[src/rtl/spike_rate_encoder.sv]
// spike_rate_encoder: captures one frame of per-lane intensities through a
// valid/ready handshake, then emits one registered spike vector per enabled
// timestep until num_steps steps have been produced, flagging the last with done.
//
// Optional build macro: SPIKE_ENCODER_LFSR_EN
//   undefined -> deterministic mode: per-lane phase accumulators, spike = carry
//   defined   -> stochastic mode: spike when intensity exceeds an LFSR threshold
//
// Handshake: a frame transfers on a rising edge where in_valid && in_ready.
// in_ready is high only in IDLE. in_valid seen outside IDLE is ignored and the
// source keeps holding the frame.
module spike_rate_encoder #(
    parameter int          num_inputs      = 4,
    parameter int          intensity_width = 8,
    parameter int          num_steps       = 100,
    parameter logic [15:0] lfsr_seed       = 16'hACE1
) (
    input  logic                                  clk,
    input  logic                                  rst,
    input  logic [num_inputs*intensity_width-1:0] in_data,
    input  logic                                  in_valid,
    output logic                                  in_ready,
    input  logic                                  step_en,
    output logic [num_inputs-1:0]                 spike_out,
    output logic                                  step_valid,
    output logic                                  busy,
    output logic                                  done
);
    localparam int W     = intensity_width;
    localparam int NI    = num_inputs;
    localparam int CNT_W = $clog2(num_steps + 1);
    localparam logic [CNT_W-1:0] LAST_CNT = CNT_W'(num_steps - 1);

    typedef enum logic {
        S_IDLE = 1'b0,
        S_RUN  = 1'b1
    } state_t;

    state_t             state_q, state_d;
    logic [NI*W-1:0]    frame_q, frame_d;
    logic [CNT_W-1:0]   cnt_q, cnt_d;
    logic [NI-1:0]      spike_q, spike_d;
    logic               step_valid_q, step_valid_d;
    logic               done_q, done_d;
    logic [NI-1:0]      lane_hit;
    logic               accept;
    logic               step;

    assign accept = (state_q == S_IDLE) && in_valid;
    assign step   = (state_q == S_RUN) && step_en;

`ifdef SPIKE_ENCODER_LFSR_EN
    // Mask selecting the low W bits of the rotated LFSR value as a threshold.
    localparam logic [16:0] THR_MASK = (17'd1 << W) - 17'd1;

    logic [15:0] lfsr_q, lfsr_d;
    logic        lfsr_fb;

    // Fibonacci feedback for taps 16,14,13,11.
    assign lfsr_fb = lfsr_q[15] ^ lfsr_q[13] ^ lfsr_q[12] ^ lfsr_q[10];

    for (genvar g = 0; g < NI; g++) begin : g_lane
        localparam int R = g % 16;
        logic [15:0] rot;
        if (R == 0) begin : g_norot
            assign rot = lfsr_q;
        end else begin : g_rot
            assign rot = (lfsr_q << R) | (lfsr_q >> (16 - R));
        end
        assign lane_hit[g] = 16'(frame_q[g*W +: W]) > (rot & THR_MASK[15:0]);
    end

    // LFSR reloads on frame acceptance and advances once per enabled step.
    always_comb begin
        lfsr_d = lfsr_q;
        if (accept) begin
            lfsr_d = lfsr_seed;
        end else if (step) begin
            lfsr_d = {lfsr_q[14:0], lfsr_fb};
        end
    end

    // LFSR register, seeded on reset.
    always_ff @(posedge clk or posedge rst) begin
        if (rst) begin
            lfsr_q <= lfsr_seed;
        end else begin
            lfsr_q <= lfsr_d;
        end
    end
`else
    // Accumulators keep W bits; the sum is W+1 bits so bit W is the carry spike.
    logic [NI-1:0][W-1:0] acc_q, acc_d;
    logic [NI-1:0][W:0]   acc_sum;

    for (genvar g = 0; g < NI; g++) begin : g_lane
        assign acc_sum[g]  = {1'b0, acc_q[g]} + {1'b0, frame_q[g*W +: W]};
        assign lane_hit[g] = acc_sum[g][W];
    end

    // Accumulators clear on acceptance and wrap-add the intensity per step.
    always_comb begin
        acc_d = acc_q;
        if (accept) begin
            acc_d = '0;
        end else if (step) begin
            for (int i = 0; i < NI; i++) begin
                acc_d[i] = acc_sum[i][W-1:0];
            end
        end
    end

    // Accumulator register.
    always_ff @(posedge clk or posedge rst) begin
        if (rst) begin
            acc_q <= '0;
        end else begin
            acc_q <= acc_d;
        end
    end
`endif

    // Next-state and registered-output logic for the IDLE/RUN frame FSM.
    always_comb begin
        state_d      = state_q;
        frame_d      = frame_q;
        cnt_d        = cnt_q;
        spike_d      = '0;
        step_valid_d = 1'b0;
        done_d       = 1'b0;
        case (state_q)
            S_IDLE: begin
                if (in_valid) begin
                    frame_d = in_data;
                    cnt_d   = '0;
                    state_d = S_RUN;
                end
            end
            S_RUN: begin
                if (step_en) begin
                    spike_d      = lane_hit;
                    step_valid_d = 1'b1;
                    cnt_d        = cnt_q + CNT_W'(1);
                    if (cnt_q == LAST_CNT) begin
                        done_d  = 1'b1;
                        state_d = S_IDLE;
                    end
                end
            end
            default: state_d = S_IDLE;
        endcase
    end

    // State, frame, counter and output registers.
    always_ff @(posedge clk or posedge rst) begin
        if (rst) begin
            state_q      <= S_IDLE;
            frame_q      <= '0;
            cnt_q        <= '0;
            spike_q      <= '0;
            step_valid_q <= 1'b0;
            done_q       <= 1'b0;
        end else begin
            state_q      <= state_d;
            frame_q      <= frame_d;
            cnt_q        <= cnt_d;
            spike_q      <= spike_d;
            step_valid_q <= step_valid_d;
            done_q       <= done_d;
        end
    end

    assign spike_out  = spike_q;
    assign step_valid = step_valid_q;
    assign done       = done_q;
    assign busy       = (state_q == S_RUN);
    assign in_ready   = (state_q == S_IDLE);

endmodule
[config.mk]
export PLATFORM = sky130hd
export DESIGN_NAME = spike_rate_encoder
export DESIGN_NICKNAME = d
export VERILOG_FILES = /design/src/rtl/spike_rate_encoder.sv
export SDC_FILE = /design/constraint.sdc
export NUM_CORES = 1
export LEC_CHECK = 0
export CAP_MARGIN = 10
export CORE_MARGIN = 2
export CORE_UTILIZATION = 57
export DETAILED_ROUTE_END_ITERATION = 8
export PLACE_DENSITY_LB_ADDON = 0.1
export SLEW_MARGIN = 20
export SYNTH_ARGS = -nofsm -noshare
export SYNTH_HDL_FRONTEND = slang
export SYNTH_SLANG_ARGS = --single-unit
[constraint.sdc]
create_clock -name clk -period 3.6 [get_ports clk]
set_input_delay 0.72 -clock clk [delete_from_list [all_inputs] [get_ports clk]]
set_output_delay 0.72 -clock clk [all_outputs]
set_load 0.01 [all_outputs]
* After elaboration in Yosys (flattened, before gate mapping)
Index checks and enable logic that the tools add are counted.
Word-level totals: flip-flop bits (word level) 78, output and inout port bits 8, word-level logic and storage cells 40
Cells by class: $add $sub $neg 5, eq/ne operators 3, multiplexer cells 16, bitwise operators 1, reductions and logical operators 5
Operator list (number):
- 32-bit 2-to-1 mux | 2
- 8-bit by 8-bit adder with 9-bit output | 4
- 7-bit 2-to-1 mux | 2
- 7-bit case mux with 2 select lines | 1
- 1-bit 2-to-1 mux | 8
- 4-bit 2-to-1 mux | 2
- 7-bit by 1-bit adder with 7-bit output (second input constant) | 1
- 7-bit == test (second input constant) | 1
- 2-bit != test (second input constant) | 2
- 2-bit AND reduction | 2
- 1-bit logical AND | 2
- 1-bit case mux with 2 select lines | 1
- 2-bit nonzero test | 1
- 1-bit NOT | 1

* Depth between registers and ports, before layout
Gate-level depths: netlist of run 1.
depth in word-level cells 4, gate-level depth with buffers 8

* Worst setup path before layout of run 1
OpenSTA, ideal clock, no wires.
kind register to register, start reg frame_q[0], end reg acc_q[6] (netlist bit), arrival time 1.852 ns, required time 3.478 ns, slack 1.627 ns, stages on the path, launching flop included 9, buffers on the path 0, clock period less this slack 1.973 ns, cell sequence dfrtp_1 ha_1 inv_1 fa_1 nor2b_4 o31a_1 o21a_1 or3_1 a32o_1
On the way: longest elaborated chain between the ends 3
Ends and longest elaborated chain:
- from (decl) | RTL line 40 | logic [NI*W-1:0] frame_q, frame_d;
- from (signal assigned) | RTL line 165 | frame_q <= frame_d;
- 8-bit by 8-bit adder with 9-bit output | RTL line 97 | assign acc_sum[g] = {1'b0, acc_q[g]} + {1'b0, frame_q[g*W +: W]};
- 32-bit 2-to-1 mux | RTL line 106 | end else if (step) begin
- 32-bit 2-to-1 mux | RTL line 104 | if (accept) begin
- to (signal assigned) | RTL line 116 | acc_q <= '0;
- to (signal assigned) | RTL line 118 | acc_q <= acc_d;
- to (decl) | RTL line 93 | logic [NI-1:0][W-1:0] acc_q, acc_d;
No other way between the ends. The select of a mux whose other input is x is not followed. A chain may end at the register's enable or synchronous reset.

* Worst setup path after layout of run 1
start reg state_q (netlist: busy), end out in_ready
On the way: longest elaborated chain between the ends 1
Ends and longest elaborated chain:
- from (decl) | RTL line 39 | state_t state_q, state_d;
- from (signal assigned) | RTL line 164 | state_q <= state_d;
- 1-bit NOT (no line)
- to (decl) | RTL line 22 | output logic in_ready,
No other way between the ends.

==> results of run 1 <==
## worst paths after layout
| path | start | to | slack, ns | cells after the start |
|---|---|---|---|---|
| max | busy | in_ready | 1.35 | 2 |
| min reg2reg | acc_q[21] | acc_q[21] | 0.49 | 2 |
| min in group asynchronous | rst | frame_q[14] | 0.81 | 3 |
| min | acc_q[21] | acc_q[21] | 0.49 | 2 |
| max in group asynchronous | rst | done | 2.42 | 3 |
| max reg2reg | frame_q[0] | acc_q[6] | 1.46 | 8 |
## cells by family (layout without fill, tap and decap cells)
family	after synthesis	count (layout)
and+or+nand+nor	161	161
AOI/OAI and AO/OA	114	114
DFF	78	78
adders and majority gates	37	37
buffers and inverters	29	80
xor gates and xnor gates	11	11
muxes	2	2
## cell type report
class,count,area [um2]
multi-input combinational,325,2009
sequential,78,1952
tap,96,120.1
timing repair buffer,52,498.0
inverter,15,56.30
clock buffer,10,127.6
clock inverter,3,15.01
fill,550,2091
## flip-flops by register name, indices dropped and copies added, names as in the netlist
| register | flops |
|---|---|
| acc_q | 32 |
| busy | 1 |
| cnt_q | 7 |
| done | 1 |
| frame_q | 32 |
| spike_out | 4 |
| step_valid | 1 |
## synthesized netlist by cell type, drive strengths merged, types with 4 or more instances
cell and count:
a21oi 15, clkbuf 5, a22o 9, o21bai 4
nor2 17, inv 14, nor3 4, or3 4
a21o 5, nand3 5, o21a 6, nand2 120
o21ai 50, a211oi 8, xor2 9, dfrtp 78
ha 33, fa 4, nor2b 4, buf 9
## worst reg2reg max path, stage by stage (launching register included)
cell and delay (ns):
dfrtp_1 0.41, ha_1 0.24, inv_1 0.07, fa_1 0.25, nor2b_4 0.05, o31a_1 0.25, o21a_1 0.19, or3_1 0.32
a32o_1 0.26
## power breakdown
group          leakage [nW]  internal (mW)  total, mW  switching (mW)
clock                0.0776          0.236      0.526           0.291
combinational          1.23          0.608       1.24           0.629
sequential            0.973           1.13       1.29           0.167
total                  2.28           1.97       3.06            1.09
## per-layer routing
metal | up-vias | share of wire (%) | wire length, um
met4 | 0 | 0.77 | 64
met2 | 62 | 50 | 4114
met5 | - | 0 | 0
li1 | 1586 | - | -
met1 | 1544 | 46 | 3776
met3 | 6 | 3.8 | 316
==> results.ini, run 1 <==
[grt]
grt_util_all_layers_pct = 23.20
gr-usage-met1_pct = 30.38
grt_max_degree = 42
grt_antenna_before_repair = 0
grt_pass1_wl_mm = 14.04
first_global_vias = 3119
met2_usage_pct = 39.17
grt_overflow = 0
use_met3_pct = 5.970
grt_most_used_layer = met2

[synthesis]
ys_types = 38
synth_largest_area_cell = dfrtp_1
avgSynthCellArea_um2 = 9.433
synth_xor_area_share_pct = 2.364
synth_nets = 505
ys_top_cells_by_area = dfrtp_1 (48%), nand2_1 (11%), ha_1 (10%), o21ai_0 (6.1%), fa_1 (2.0%)
synth_cells = 432
synthSimpleGateAreaFrac_pct = 16.67
yosys_warnings = 0
syn-cell-area_um2 = 4075
synth-compound-area-share_pct = 17.56
synthArstFlopShare_pct = 100.0
ys_seq_elements = 78
synth_top_family_by_area = compound AO/OA/AOI/OAI gates
synthDominantCellAreaShare_pct = 47.90
synthAdderAreaFrac_pct = 12.10
yosysSeqAreaShare_pct = 47.90
ys.flop_type = dfrtp_1
synthMuxAreaShare_pct = 0.5527
synth_edf_count = 0

[worst_setup_path]
crit_buf_inv = 2
start_kind = register
crit_family = buffers and inverters
cp-end-kind = output port
cp_max_fo = 6
path_cells = inv_1 -> clkdlybuf4s50_1
cp_slowest_cell = clkdlybuf4s50_1
critPathKind = reg -> out
cp_slowest_stage_delay_ns = 0.56
required_ns = 2.88
cp.arrival_ns = 1.53

[placement]
placed_area_um2 = 4636
dp_cells = 566
place.gp.congestion = 0.8222
dp_slack_ns = 1.242
portBuffers = 43
hpwl_mm = 5.955

[clocking]
cts-resized-gates = 0
clk_pin_slew_ns = 0.07
clk_latency_ns = 0.34
cts_tree = built
clockBufferDepth = 2
clock-sinks = 78
htreeDepth = 3
root_buffer = clkbuf_8
cts_buffers = 9
cts_setup_buffers = 0
cts_hold_buffers = 0

[drt]
drc = 0
routed_wl_mm = 8.271
drtIter0Drc = 166
ant_nets = 0
vias_per_cell = 5.523
vias = 3198
drt_first_pass_iters = 4
wl_per_cell_um = 14.28

[outcome]
status = complete, no violations

[power]
power_leakage_nw = 2.282
power.density_nw_per_um2 = 639.5
vdd_ir_drop_max_v = 0.0003399
power_mw = 3.056

[floorplan]
core_area_um2 = 6869
die-area_um2 = 7842
start_util_pct = 59.33
die_w_um = 88.56
io_pins = 44
rows = 30
fp.dieH_um = 88.56

[timing]
setup_viol = 0
worst_slew_pin_slew_ns = 0.5556
slew_viol_final = 0
fin_crit_sh_pct = 62.60
period_needed_ns = 2.253
slew_headroom_pct = 62.87
rsz0062_at_grt = no
skew_ns = 0.009175
hold_viol_final = 0
max_freq_ghz = 0.4438
tns_ns = 0
timing.hold.ws_ns = 0.4861
fin_ws_ns = 1.347

[finish]
final_util_pct = 69.56
area_growth_pct = 17.26
drive_above_1_share_pct = 6.004
layout_commonest_cell = nand2_1
fin_nets = 554
most-common-layout-cells = nand2_1 (120), dfrtp_1 (78), o21ai_0 (50), clkdlybuf4s50_1 (43), ha_1 (33)
num_antenna_cells = 0
stdcell_count = 579
finalInstanceArea_um2 = 4778

[hold_path]
hold_path.class = reg -> reg

[flow_run]
maxCapViolCount = 0

Note: power is estimated with default switching activity, not from simulation.
==> run 2: changes to the inputs <==
==> constraint.sdc (replaced) <==
create_clock -name clk -period 2.3 [get_ports clk]
set_input_delay 0.46 -clock clk [delete_from_list [all_inputs] [get_ports clk]]
set_output_delay 0.46 -clock clk [all_outputs]
set_load 0.01 [all_outputs]
==> run 2 against run 1 <==
Compared with the run above:
- die area is the same
- power grew 66%
- largest power group unchanged
- sequential share of layout area shrank 0.77 points
- register-to-register slack lost 1.3 ns
- non-clock buffer count grew 2
==> results.ini, run 2 (synthesis gave the netlist of run 1 again) <==
[placement]
hpwl_mm = 6.072
dp_slack_ns = 0.1816
portBuffers = 43
place.gp.congestion = 0.7911

[power]
power_leakage_nw = 2.321
power.density_nw_per_um2 = 1043
vdd_ir_drop_max_v = 0.0005302

[clocking]
clk_latency_ns = 0.35
htreeDepth = 3
clockBufferDepth = 2
clk_pin_slew_ns = 0.08
clock-sinks = 78
cts_buffers = 9
root_buffer = clkbuf_8
cts_tree = built
cts_setup_buffers = 0

[finish]
area_growth_pct = 19.50
fin_nets = 556
drive_above_1_share_pct = 6.776
layout_commonest_cell = nand2_1
most-common-layout-cells = nand2_1 (120), dfrtp_1 (78), o21ai_0 (50), clkdlybuf4s50_1 (43), ha_1 (33)
num_antenna_cells = 0
num-fill-cells = 553
reg.largest.list = acc_q (32), frame_q (32), cnt_q (7)

[drt]
vias_per_cell = 5.479
wl_per_cell_um = 14.64
drt_first_pass_iters = 5
ant_nets = 0
routed_wl_mm = 8.536
drtIter0Drc = 125
drc = 0
vias = 3194

[timing]
max_freq_ghz = 0.4696
rsz0062_at_grt = no
slew_viol_final = 0
timing.hold.ws_ns = 0.4311
tns_ns = 0
period_needed_ns = 2.130
fin_crit_sh_pct = 92.59
worst_slew_pin_slew_ns = 0.4330
slew_headroom_pct = 70.96
fin_ws_ns = 0.1704
setup_viol = 0
hold_viol_final = 0
skew_ns = 0.008452

[grt]
grt_pass1_wl_mm = 14.43
grt_antenna_before_repair = 0
grt_max_degree = 66
first_global_vias = 3142
grt_util_all_layers_pct = 23.78
grt_overflow = 0

[worst_setup_path]
cp-end-kind = register
critPathKind = reg -> reg
required_ns = 2.53
crit_buf_inv = 1
start_kind = register
cp_max_fo = 3
cp.arrival_ns = 2.36
cp_slowest_stage_delay_ns = 0.39
cp_slowest_cell = dfrtp_1
crit_family = compound AO/OA/AOI/OAI gates
path_cells = ha_1 -> inv_1 -> fa_1 -> nor2b_4 -> o31a_1 -> o21a_1 -> or3_1 -> a32o_1

[flow_run]
maxCapViolCount = 0

[floorplan]
rows = 30
die_w_um = 88.56
die-area_um2 = 7842
fp.dieH_um = 88.56
io_pins = 44
core_area_um2 = 6869
start_util_pct = 59.33

[outcome]
status = complete, no violations

[hold_path]
hold_path.class = in -> async

[run 2: cell types whose count changed in the layout (fill, tap and decap cells not counted)]
| cell | delta |
|---|---|
| bufinv_16 | +2 |
| o311ai_0 | -1 |
| clkinvlp_4 | +1 |
| buf_12 | +1 |
| o311ai_1 | +1 |
| buf_4 | +1 |
| inv_2 | -1 |
[run 2: per-layer routing]
layer | track usage, % | routed length [um] | part of all wire (%) | up-vias
met4 | 8.953 | 124 | 1.5 | 0
met1 | 31.30 | 3890 | 46 | 1537
met5 | 0 | 0 | 0 | -
met3 | 3.358 | 234 | 2.7 | 12
met2 | 40.12 | 4287 | 50 | 50
li1 | - | - | - | 1595
[run 2: layout make-up]
class                   instances  area (um2)  area share, %
flip-flops and latches         78        1952          40.08
inverters                      15       60.06          1.233
clock buffers                  10       127.6          2.621
well taps                      96       120.1          2.467
clock inverters                 5       75.07          1.542
multi-input cells             325        2009          41.26
repair buffers                 54       525.5          10.79
[run 2: timing repair]
item,CTS,global route
endpoints found under the hold margin,0,0
hold buffers,0,0
resized for setup,0,1
endpoints found under the setup margin,0,1
[run 2: report_power, final]
part | total [mW] | internal (mW) | switching (mW)
Sequential | 2.02 | 1.76 | 0.261
Clock | 1.09 | 0.600 | 0.494
Combinational | 1.96 | 0.960 | 1.00
Total | 5.08 | 3.32 | 1.76
[run 2: stage by stage]
stage | instance area, um2 | power [mW] | instances | utilization, %
3_3_place_gp | 4667 | 3.864 | 568 | 67.94
2_1_floorplan | 4079 | 3.491 | 432 | -
6_report | 4870 | 5.077 | 583 | 70.89
5_1_grt | 4870 | 5.491 | 583 | 70.89
4_1_cts | 4870 | 5.089 | 583 | 70.89
3_5_place_dp | 4667 | 3.990 | 568 | 67.94
[run 2: worst reg2reg max path, stage by stage (launching register included)]
cell and delay (ns):
dfrtp_1 0.39, ha_1 0.23, inv_1 0.08, fa_1 0.25, nor2b_4 0.05, o31a_1 0.25
o21a_1 0.18, or3_1 0.32, a32o_1 0.26
[run 2: worst paths after layout]
kind	start	cells after the start	end	slack, ns
max	frame_q[0]	8	acc_q[6]	0.17
min	rst	2	frame_q[19]	0.43
max reg2reg	frame_q[0]	8	acc_q[6]	0.17
min reg2reg	frame_q[7]	2	frame_q[7]	0.49
max in group asynchronous	rst	3	acc_q[11]	1.24
min in group clk	frame_q[7]	2	frame_q[7]	0.49
==> run 3: changes to the inputs <==
--- a/config.mk
+++ b/config.mk
@@ -7,8 +7,9 @@
 export LEC_CHECK = 0
 export CAP_MARGIN = 10
 export CORE_MARGIN = 2
-export CORE_UTILIZATION = 57
+export CORE_UTILIZATION = 60
 export DETAILED_ROUTE_END_ITERATION = 8
+export DONT_BUFFER_PORTS = 1
 export PLACE_DENSITY_LB_ADDON = 0.1
 export SLEW_MARGIN = 20
 export SYNTH_ARGS = -nofsm -noshare
==> run 3 against run 2 <==
Compared with the run above:
- hold slack got worse by 0.22 ns
- via count decreased by 6.4%
- critical path type unchanged
- first-iteration DRC count increased by 58%
- wire length decreased by 7.4%
- global-route usage decreased by 1.0 points
- setup slack improved by 0.033 ns
==> results.ini, run 3 (synthesis gave the netlist of run 1 again) <==
[outcome]
status = complete, no violations

[power]
vdd_ir_drop_max_v = 0.0005849
power_mw = 4.742
power_leakage_nw = 2.120
power.density_nw_per_um2 = 1086

[floorplan]
die-area_um2 = 7468
core_area_um2 = 6681
rows = 30
die_w_um = 86.42
io_pins = 44
fp.dieH_um = 86.42
start_util_pct = 60.99

[drt]
vias_per_cell = 5.706
ant_nets = 0
drc = 0
wl_per_cell_um = 15.09
drtIter0Drc = 197
drt_first_pass_iters = 4
routed_wl_mm = 7.908
vias = 2990

[worst_setup_path]
start_kind = register
cp-end-kind = register
path_cells = ha_1 -> inv_1 -> fa_1 -> nor2b_4 -> o31a_1 -> o21a_1 -> or3_1 -> a32o_1
cp_slowest_cell = dfrtp_1
required_ns = 2.53
cp_slowest_stage_delay_ns = 0.39
cp.arrival_ns = 2.33
critPathKind = reg -> reg
cp_max_fo = 3

[clocking]
clk_latency_ns = 0.35
clock-sinks = 78
htreeDepth = 3
cts_setup_buffers = 0
root_buffer = clkbuf_8
cts-resized-gates = 0
cts_buffers = 9
cts_tree = built
clockBufferDepth = 2
clk_pin_slew_ns = 0.09

[placement]
place.gp.congestion = 0.8413
hpwl_mm = 5.553
placed_area_um2 = 4189
portBuffers = 0

[timing]
slew_viol_final = 0
tns_ns = 0
slew_headroom_pct = 68.78
rsz0062_at_grt = no
period_needed_ns = 2.097
skew_ns = 0.009863
fin_crit_sh_pct = 91.16
timing.hold.ws_ns = 0.2109
max_freq_ghz = 0.4769
worst_slew_pin_slew_ns = 0.4655
setup_viol = 0
hold_viol_final = 0

[finish]
layout_commonest_cell = nand2_1
num_antenna_cells = 0
drive_above_1_share_pct = 7.207
fin_nets = 512
reg.largest.list = acc_q (32), frame_q (32), cnt_q (7)
area_growth_pct = 7.123
finalInstanceArea_um2 = 4365
final_util_pct = 65.34
most-common-layout-cells = nand2_1 (120), dfrtp_1 (78), o21ai_0 (50), ha_1 (33), nor2_1 (16)

[grt]
grt_antenna_before_repair = 0
grt_util_all_layers_pct = 22.76
grt_overflow = 0
grt_max_degree = 37
grt_pass1_wl_mm = 13.33
first_global_vias = 2937

[flow_run]
maxCapViolCount = 0

[hold_path]
hold_path.class = in -> reg

## run 3: worst max-delay path: cells and delay by family, from the launching register on
| kind | cells | cell delay (ns) |
|---|---|---|
| flops | 1 | 0.39 |
| compound gates | 3 | 0.68 |
| fa+ha+maj | 2 | 0.48 |
| buf+inv | 1 | 0.08 |
| simple gates | 2 | 0.36 |
## run 3: routing by layer
metal / vias up / part of all wire, % / GRT usage, %
met1: 1429 / 48 / 30.13
met3: 8 / 2.6 / 4.286
li1: 1513 / - / -
met2: 40 / 48 / 38.25
met4: 0 / 1.3 / 6.818
met5: - / 0 / 0
## run 3: final timing paths
kind	start	endpoint	slack, ns	cells after the start
max	frame_q[0]	acc_q[6]	0.20	8
max in group asynchronous	rst	frame_q[12]	1.06	3
min reg2reg	frame_q[8]	frame_q[8]	0.49	2
max reg2reg	frame_q[0]	acc_q[6]	0.20	8
min	in_data[27]	frame_q[27]	0.21	2
min in group asynchronous	rst	acc_q[17]	0.53	2
## run 3: timing repair
action                                 in CTS  in global routing
endpoints found under the hold margin      11                  0
setup endpoints to repair                   0                  0
hold buffers                                1                  0
## run 3: final cells by class
| type | count | area (um2) |
|---|---|---|
| timing repair buffer | 10 | 77.57 |
| clock inverter | 6 | 38.79 |
| inverter | 15 | 60.06 |
| multi-input combinational | 325 | 2009 |
| fill | 563 | 2316 |
| tap | 80 | 100.1 |
| sequential | 78 | 1952 |
| clock buffer | 10 | 127.6 |
## run 3: power breakdown
| group | switching (mW) | internal [mW] |
|---|---|---|
| Combinational | 0.953 | 0.871 |
| Sequential | 0.260 | 1.76 |
| Clock | 0.510 | 0.388 |
| Total | 1.72 | 3.02 |
## run 3: through the flow
step / instances / setup slack, ns
2_1_floorplan: 432 / 0.3269
6_report: 524 / 0.2033
4_1_cts: 524 / 0.2096
5_1_grt: 524 / 0.1042
3_5_place_dp: 507 / 0.2299
3_3_place_gp: 507 / 0.2772
